## config.mk

```make
export PLATFORM = sky130hd
export DESIGN_NAME = prio_encoder_rr
export DESIGN_NICKNAME = d
export VERILOG_FILES = /design/src/rtl/prio_enc_pkg.sv /design/src/rtl/prio_encoder_rr_seg7.sv /design/src/rtl/prio_encoder_rr.sv
export SDC_FILE = /design/constraint.sdc
export NUM_CORES = 1
export LEC_CHECK = 0
export ABC_AREA = 1
export CORE_MARGIN = 3
export CORE_UTILIZATION = 46
export CTS_BUF_LIST = sky130_fd_sc_hd__clkbuf_4 sky130_fd_sc_hd__clkbuf_8
export DETAILED_ROUTE_END_ITERATION = 16
export PLACE_DENSITY = 0.81
export SLEW_MARGIN = 25
export SYNTH_ARGS = -nofsm -noshare
export SYNTH_HDL_FRONTEND = slang
export SYNTH_SLANG_ARGS = --single-unit
```

## constraint.sdc

```tcl
create_clock -name clk -period 3.65 [get_ports clk]
set_input_delay 0.73 -clock clk [delete_from_list [all_inputs] [get_ports clk]]
set_output_delay 0.73 -clock clk [all_outputs]
set_load 0.01 [all_outputs]
```

## src/rtl/prio_enc_pkg.sv

```systemverilog
// Shared constants for the priority encoder/arbiter and its 7-segment display.
// Glyphs are active-low, with segment a..g on bit6..bit0.
package prio_enc_pkg;

    localparam int unsigned MODE_FIXED = 0;
    localparam int unsigned MODE_RR    = 1;

    localparam logic [6:0] SEG_BLANK = 7'h7F;

    // Entry 0 sits in the rightmost slot, so the list below runs F down to 0.
    localparam logic [15:0][6:0] SEG7_TABLE = {
        7'h38, 7'h30, 7'h42, 7'h31, 7'h60, 7'h08, 7'h04, 7'h00,
        7'h0F, 7'h20, 7'h24, 7'h4C, 7'h06, 7'h12, 7'h4F, 7'h01
    };

endpackage

```

## src/rtl/prio_encoder_rr_seg7.sv

```systemverilog
// One hex digit of active-low 7-segment output.
// The digit goes dark when blank is asserted.
module hex_to_seg7
    import prio_enc_pkg::*;
(
    input  logic [3:0] hex,
    input  logic       blank,
    output logic [6:0] seg
);

    always_comb begin
        seg = SEG_BLANK;
        if (!blank) seg = SEG7_TABLE[hex];
    end

endmodule

```

## src/rtl/prio_encoder_rr.sv

```systemverilog
// Registered N-input priority encoder/arbiter with a valid/ack handshake.
// Supports fixed (MSB-first) or round-robin priority and drives a hex display of the grant.
module prio_encoder_rr
    import prio_enc_pkg::*;
#(
    parameter int unsigned N      = 16,
    parameter int unsigned IDX_W  = $clog2(N),
    parameter int unsigned MODE   = MODE_FIXED,
    parameter int unsigned DIGITS = (IDX_W + 3) / 4
) (
    input  logic                  clk,
    input  logic                  rst,
    input  logic [N-1:0]          data,
    input  logic                  en,
    input  logic                  out_ack,
    output logic [IDX_W-1:0]      out,
    output logic                  inputValid,
    output logic                  multi,
    output logic [7*DIGITS-1:0]   seg
);

    localparam logic [IDX_W-1:0] PTR_MAX = IDX_W'(N - 1);

    // Rotate so bit p lands on the MSB, pick the highest set bit, then map it back.
    function automatic logic [IDX_W-1:0] pick(input logic [N-1:0] req,
                                              input logic [IDX_W-1:0] p);
        logic [2*N-1:0] dbl;
        logic [N-1:0]   rot;
        int unsigned    hi;
        int unsigned    idx;
        logic           found;
        dbl   = {req, req} >> (32'(p) + 32'd1);
        rot   = dbl[N-1:0];
        hi    = 0;
        found = 1'b0;
        for (int unsigned j = 0; j < N; j++) begin
            if (rot[j]) begin
                hi    = j;
                found = 1'b1;
            end
        end
        idx = hi + 32'(p) + 32'd1;
        if (idx >= N) idx = idx - N;
        return found ? IDX_W'(idx) : '0;
    endfunction

    logic [IDX_W-1:0]    ptr;
    logic [IDX_W-1:0]    ptr_eff;
    logic                load;
    logic                accept;
    logic [4*DIGITS-1:0] out_ext;

    // The pointer update and the next load share one edge, so the load uses ptr_eff.
    always_comb begin
        load    = en && (!inputValid || out_ack);
        accept  = inputValid && out_ack && en;
        ptr_eff = ptr;
        if (accept) ptr_eff = (out == '0) ? PTR_MAX : out - IDX_W'(1);
        if (MODE != MODE_RR) ptr_eff = PTR_MAX;
    end

    always_ff @(posedge clk) begin
        if (rst) begin
            out        <= '0;
            inputValid <= 1'b0;
            multi      <= 1'b0;
            ptr        <= PTR_MAX;
        end else if (!en) begin
            out        <= '0;
            inputValid <= 1'b0;
            multi      <= 1'b0;
        end else begin
            if (accept) ptr <= ptr_eff;
            if (load) begin
                out        <= pick(data, ptr_eff);
                inputValid <= |data;
                multi      <= |(data & (data - N'(1)));
            end
        end
    end

    always_comb begin
        out_ext            = '0;
        out_ext[IDX_W-1:0] = out;
    end

    for (genvar k = 0; k < DIGITS; k++) begin : g_digit
        hex_to_seg7 u_hex (
            .hex   (out_ext[4*k +: 4]),
            .blank (!inputValid),
            .seg   (seg[7*k +: 7])
        );
    end

endmodule

```

==> results.cfg, run 1 <==
[timing]
max_freq_mhz = 366
timing_hold_violations_final = 0
final_max_slew_viol_count = 0
rsz0062_at_grt = false
relSlewSlack_pct = 66.7
period_minus_slack_ns = 2.73
setup_viol = 0
fin_skew_ns = 0.00566
finalCritPeriodShare_pct = 74.9
tns_ns = 0
worst_pin_slew_ns = 0.500

[floorplan]
fp.coreArea_mm2 = 0.00202
die_w_um = 53.0
die_h_um = 53.0
io_pins = 33
start_util_pct = 50.2
placement_rows = 16
die_area_mm2 = 0.00281

[global_route]
grt_max_degree = 13
grt_pass1_wl_um = 3880
antenna_found_initial = 0
grt_usage_pct = 18.4
grt_pass1_vias = 950
grt-ovfl-total = 0

[worst_setup_path]
cpMostUsedCell = nor3_1
slowest_stage = clkdlybuf4s50_1
crit_path_end_kind = flip-flop
path_cells = clkdlybuf4s50_1, nor2_1, nor3_1, nor3_1, o21ai_1, nand2_1, nand3_1, o21ai_2, nor2_2, inv_1, ha_1, o311ai_0
critPathLaunchType = input port
worst_ep_required_time_ns = 3.82
cp_num_buf_inv = 2
arrival_ns = 2.90
crit_fanout = 5
max_stage_delay_ns = 0.53
crit_family = buffers and inverters
critPathKind = in -> reg

[logic_synthesis]
ys_seq_area_share_pct = 25.6
ys_seq_elements = 13
yosys_most_used_dff = dfxtp_1
ys_types = 28
synth_cells = 165
syn_avg_cell_area_um2 = 6.16
syn_area_mm2 = 0.00102
synth_warnings = 0
async_flop_share_pct = 0
synth_edf_count = 0
synth_nets = 191

[power]
peakVddDrop_mv = 0.195
internal_power_mw = 0.249
netSwitchingFraction_pct = 28.5
share_comb_of_total_power_pct = 28.6
power_leakage_nw = 0.658
pwr-share-clk_pct = 26.9
power_density_mw_per_mm2 = 253
p_seq_share_pct = 44.5
total_power_mw = 0.349
power.switching_mw = 0.0995

[clock_network]
cts_resized = 0
cts_setup_buffers = 0
clk_pin_slew_ns = 0.08
cts_max_path_buffers = 2
clkSinkCount = 13
postCtsHoldBufs = 0
root_buffer = clkbuf_4
cts_tree = yes
cts_htree_levels = 1
clk_latency_ns = 0.27
cts_inserted_buffers = 3

[final_layout]
drive_gt1_share_pct = 8.59
final_cell_mix = nand2_1 (43), inv_1 (36), clkdlybuf4s50_1 (32), nor2_1 (13), dfxtp_1 (13)
stdcell_area_mm2 = 0.00138
final_common_cell = nand2_1
fillers = 172
antenna_cells = 0
area_growth_pct = 35.6
fin_nets = 225

[place]
dpl-instance-area_mm2 = 0.00135
io_buffers = 32
dp_hpwl_um = 1890
globalplace.congestion = 0.874

[detailed_routing]
post-route-drc-count = 0
final_antenna_net_count = 0
wirelength_um = 2330
drt_pass1_iterations = 4
avgRoutedWirePerCell_um = 10.3
drtIter0Drc = 28
vias = 1090
vias_per_cell = 4.84

[job]
timing.max_cap.violations = 0

[hold_path]
min-delay-path-class = reg -> reg

[run_status]
outcome = finished clean
==> worst paths after layout <==
path / start / end / slack (ns) / cells past startpoint
worst max-delay path: data[3] / flip-flop / 0.92 / 12
worst min-delay path: out[1] / out[1] / 0.54 / 2
worst max register to register: inputValid / flip-flop / 1.54 / 7
worst min register to register: out[1] / out[1] / 0.54 / 2
==> through the flow <==
stage / util [%] / worst slack, ns / hold WS, ns / std cells
CTS: 68.1 / 0.934 / 0.554 / 225
detailed placement: 66.6 / 0.658 / 0.537 / 221
finish: 68.1 / 0.916 / 0.543 / 225
global placement: 66.6 / 0.707 / 0.514 / 221
global route: 68.1 / 0.600 / 0.579 / 225
floorplan: - / 1.40 / 0.555 / 165
==> power by group through the flow <==
stage,Combinational [mW],Sequential [mW],Clock [mW]
after floorplan,0.0533,0.158,0
after global placement,0.0968,0.158,0
after detailed placement,0.0992,0.159,0
after CTS,0.0997,0.155,0.0981
after global routing,0.111,0.157,0.107
final,0.0997,0.155,0.0940
==> per-layer routing <==
metal | track usage [%] | vias to the layer above | wire, µm
met2 | 30.4 | 37 | 1060
met4 | 5.11 | 0 | 22
met3 | 4.51 | 5 | 148
met1 | 23.7 | 465 | 1100
li1 | - | 583 | -
met5 | 0 | - | 0
==> synth_stat cells, types with 2 or more instances <==
| library cell | instances | area (µm²) |
|---|---|---|
| dfxtp_1 | 13 | 260 |
| a21oi_2 | 2 | 17.5 |
| buf_4 | 3 | 22.5 |
| o21ai_0 | 10 | 50.1 |
| nand3_1 | 10 | 50.1 |
| a31oi_1 | 2 | 12.5 |
| nand2_2 | 2 | 12.5 |
| ha_1 | 6 | 75.1 |
| nand3_2 | 2 | 20.0 |
| nor3_1 | 2 | 10.0 |
| nand2_1 | 43 | 161 |
| inv_2 | 2 | 7.51 |
| a21oi_1 | 4 | 20.0 |
| o21ai_1 | 3 | 15.0 |
| nor2_1 | 13 | 48.8 |
| inv_1 | 36 | 135 |
==> worst min-delay path: cells and delay by family, from the launching register on <==
kind             cells  cell delay (ns)
flip-flops           1             0.35
AO/OA/AOI/OAI        1             0.08
AND/OR/NAND/NOR      1             0.08
==> cells by family (layout without fill, tap and decap cells) <==
group	after synthesis	count (layout)	synth area share (%)
adder cells (fa/ha/maj)	6	6	7.39
AO/OA/AOI/OAI	27	27	16.3
flip-flops	13	13	25.6
buffers and inverters	41	74	16.3
AND/OR/NAND/NOR	78	78	34.5
==> final cells by class <==
cell class / instances / area [µm²] / share of cell area [%]
Tap cell: 27 / 33.8 / 2.45
Sequential cell: 13 / 260 / 18.9
Multi-Input combinational cell: 111 / 591 / 42.9
Timing Repair Buffer: 32 / 320 / 23.3
Inverter: 38 / 143 / 10.4
Clock buffer: 4 / 30.0 / 2.18
Power figures use the tool's default switching activity.
==> inputs of run 2 (changes only) <==
--- a/config.mk
+++ b/config.mk
@@ -7,10 +7,10 @@
 export LEC_CHECK = 0
 export ABC_AREA = 1
 export CORE_MARGIN = 3
-export CORE_UTILIZATION = 46
+export CORE_UTILIZATION = 43
 export CTS_BUF_LIST = sky130_fd_sc_hd__clkbuf_4 sky130_fd_sc_hd__clkbuf_8
 export DETAILED_ROUTE_END_ITERATION = 16
-export PLACE_DENSITY = 0.81
+export PLACE_DENSITY = 0.79
 export SLEW_MARGIN = 25
 export SYNTH_ARGS = -nofsm -noshare
 export SYNTH_HDL_FRONTEND = slang
==> constraint.sdc (replaced) <==
create_clock -name clk -period 2.5 [get_ports clk]
set_input_delay 0.5 -clock clk [delete_from_list [all_inputs] [get_ports clk]]
set_output_delay 0.5 -clock clk [all_outputs]
set_load 0.01 [all_outputs]
==> run 2 against run 1 <==
Effect of this change:
- register-to-register slack got worse by 0.87 ns
- global-route usage increased by 0.84 points
- core utilization increased by 4.2 points
- worst setup slack got worse by 0.75 ns
- combinational power increased by 72%
- sequential cell count unchanged
- critical path type unchanged
- count of clock-buffer cells in the layout unchanged
- sequential power increased by 46%
- clock skew increased by 0.0032 ns
==> results.cfg, run 2 (same netlist as run 1, synthesis figures left out) <==
[timing]
setup_viol = 0
worst_pin_slew_ns = 0.343
finalCritPeriodShare_pct = 93.5
timing_hold_violations_final = 0
max_freq_mhz = 428
fin_skew_ns = 0.00883
period_minus_slack_ns = 2.34
relSlewSlack_pct = 77.1
final_max_slew_viol_count = 0
finalWorstSetupSlack_ns = 0.163

[power]
peakVddDrop_mv = 0.388
internal_power_mw = 0.380
netSwitchingFraction_pct = 29.5
power.switching_mw = 0.159
power_density_mw_per_mm2 = 355
pwr-share-clk_pct = 26.4
power_leakage_nw = 0.766
share_comb_of_total_power_pct = 31.7
p_seq_share_pct = 41.9

[worst_setup_path]
critPathKind = in -> reg
critPathLaunchType = input port
worst_ep_required_time_ns = 2.66
arrival_ns = 2.49
crit_fanout = 5
crit_path_end_kind = flip-flop

[detailed_routing]
drt_pass1_iterations = 4
wirelength_um = 2780
vias_per_cell = 4.84
final_antenna_net_count = 0
vias = 1171
post-route-drc-count = 0
drtIter0Drc = 40
avgRoutedWirePerCell_um = 11.5

[floorplan]
die_w_um = 54.6
start_util_pct = 48.3
fp.coreArea_mm2 = 0.00210
io_pins = 33
die_h_um = 54.6
die_area_mm2 = 0.00298
placement_rows = 16

[place]
dp_cells = 238
dp_hpwl_um = 2210
globalplace.congestion = 0.906
pre_cts_ws_ns = -0.242
io_buffers = 32

[global_route]
grt_max_degree = 12
grt_usage_pct = 19.3
grt_pass1_wl_um = 4320
grt_pass1_vias = 1065
antenna_found_initial = 0
grt-ovfl-total = 0

[clock_network]
clk_latency_ns = 0.28
cts_tree = yes
postCtsHoldBufs = 0
cts_inserted_buffers = 3
cts_setup_buffers = 0
cts_htree_levels = 1
cts_resized = 0
cts_max_path_buffers = 2
root_buffer = clkbuf_4
clkSinkCount = 13
clk_pin_slew_ns = 0.08

[run_status]
outcome = finished clean

[final_layout]
area.sequential_um2 = 260
area_growth_pct = 49.8
drive_gt1_share_pct = 18.1
finalNonFillerCells = 242
fillers = 182
multi_input_area_um2 = 599
final_common_cell = nand2_1
antenna_cells = 0
fin_nets = 242
final_cell_mix = nand2_1 (43), inv_1 (34), clkdlybuf4s50_1 (29), buf_4 (17), dfxtp_1 (13)

[hold_path]
min-delay-path-class = reg -> reg

[job]
timing.max_cap.violations = 0
## run 2: changes by cell type in the layout (fill, tap and decap cells not counted), moves of 2 or more
cell / before / now
buf_4: 0 / 17
clkdlybuf4s50_1: 32 / 29
dlymetal6s2s_1: 0 / 3
inv_1: 36 / 34
inv_2: 2 / 4
## run 2: power by group through the flow
stage                     registers [mW]  logic, mW  clock network, mW
after floorplan                    0.231     0.0778                  0
after global placement             0.231      0.163                  0
after detailed placement           0.231      0.167                  0
after CTS                          0.226      0.169              0.144
after global routing               0.227      0.188              0.153
final                              0.226      0.171              0.142
## run 2: stage by stage
stage | util (%) | TNS [ns] | hold WS [ns] | cell area [µm²] | power [mW]
global route | 72.4 | -0.0391 | 0.651 | 1520 | 0.568
floorplan | - | 0 | 0.555 | 1020 | 0.309
CTS | 71.6 | 0 | 0.592 | 1510 | 0.539
finish | 72.4 | 0 | 0.608 | 1520 | 0.539
global placement | 70.2 | -0.505 | 0.546 | 1480 | 0.393
detailed placement | 70.2 | -1.03 | 0.577 | 1480 | 0.398
## run 2: metal layers
metal,wire [µm],vias to the layer above,GRT usage [%],share of wire (%)
met2,1310,42,33.1,47
met1,1280,512,25.5,46
li1,-,613,-,-
met4,25,0,2.49,0.90
met3,166,4,3.54,6.0
met5,0,-,0,0
## run 2: critical path, cell delays in order
cell             delay (ns)
clkdlybuf4s50_1        0.50
inv_1                  0.05
nand2_1                0.06
nand2_1                0.04
nand2_1                0.05
nand2_1                0.05
nand2_1                0.05
nand2_1                0.04
nand2_1                0.05
nand2_1                0.04
nand2_1                0.05
nand2_1                0.05
nand2_1                0.05
nand2_1                0.05
nand2_1                0.06
nand2_2                0.08
nand2_4                0.09
inv_2                  0.04
ha_2                   0.18
inv_1                  0.09
nor2_2                 0.06
inv_2                  0.07
nand2_1                0.05
nand2_1                0.05
o311ai_1               0.08
## run 2: worst paths after layout
path	startpoint	end	slack, ns	depth (start not counted)
max	data[4]	flip-flop	0.16	25
min	multi	multi	0.61	2
max reg2reg	inputValid	flip-flop	0.67	10
min reg2reg	multi	multi	0.61	2
## run 2: final cells by class
type                       instances  share of cell area [%]
multi-input combinational        111                    39.4
timing repair buffer              49                    29.9
sequential                        13                    17.1
inverter                          38                    9.38
tap                               27                    2.22
clock buffer                       4                    1.97
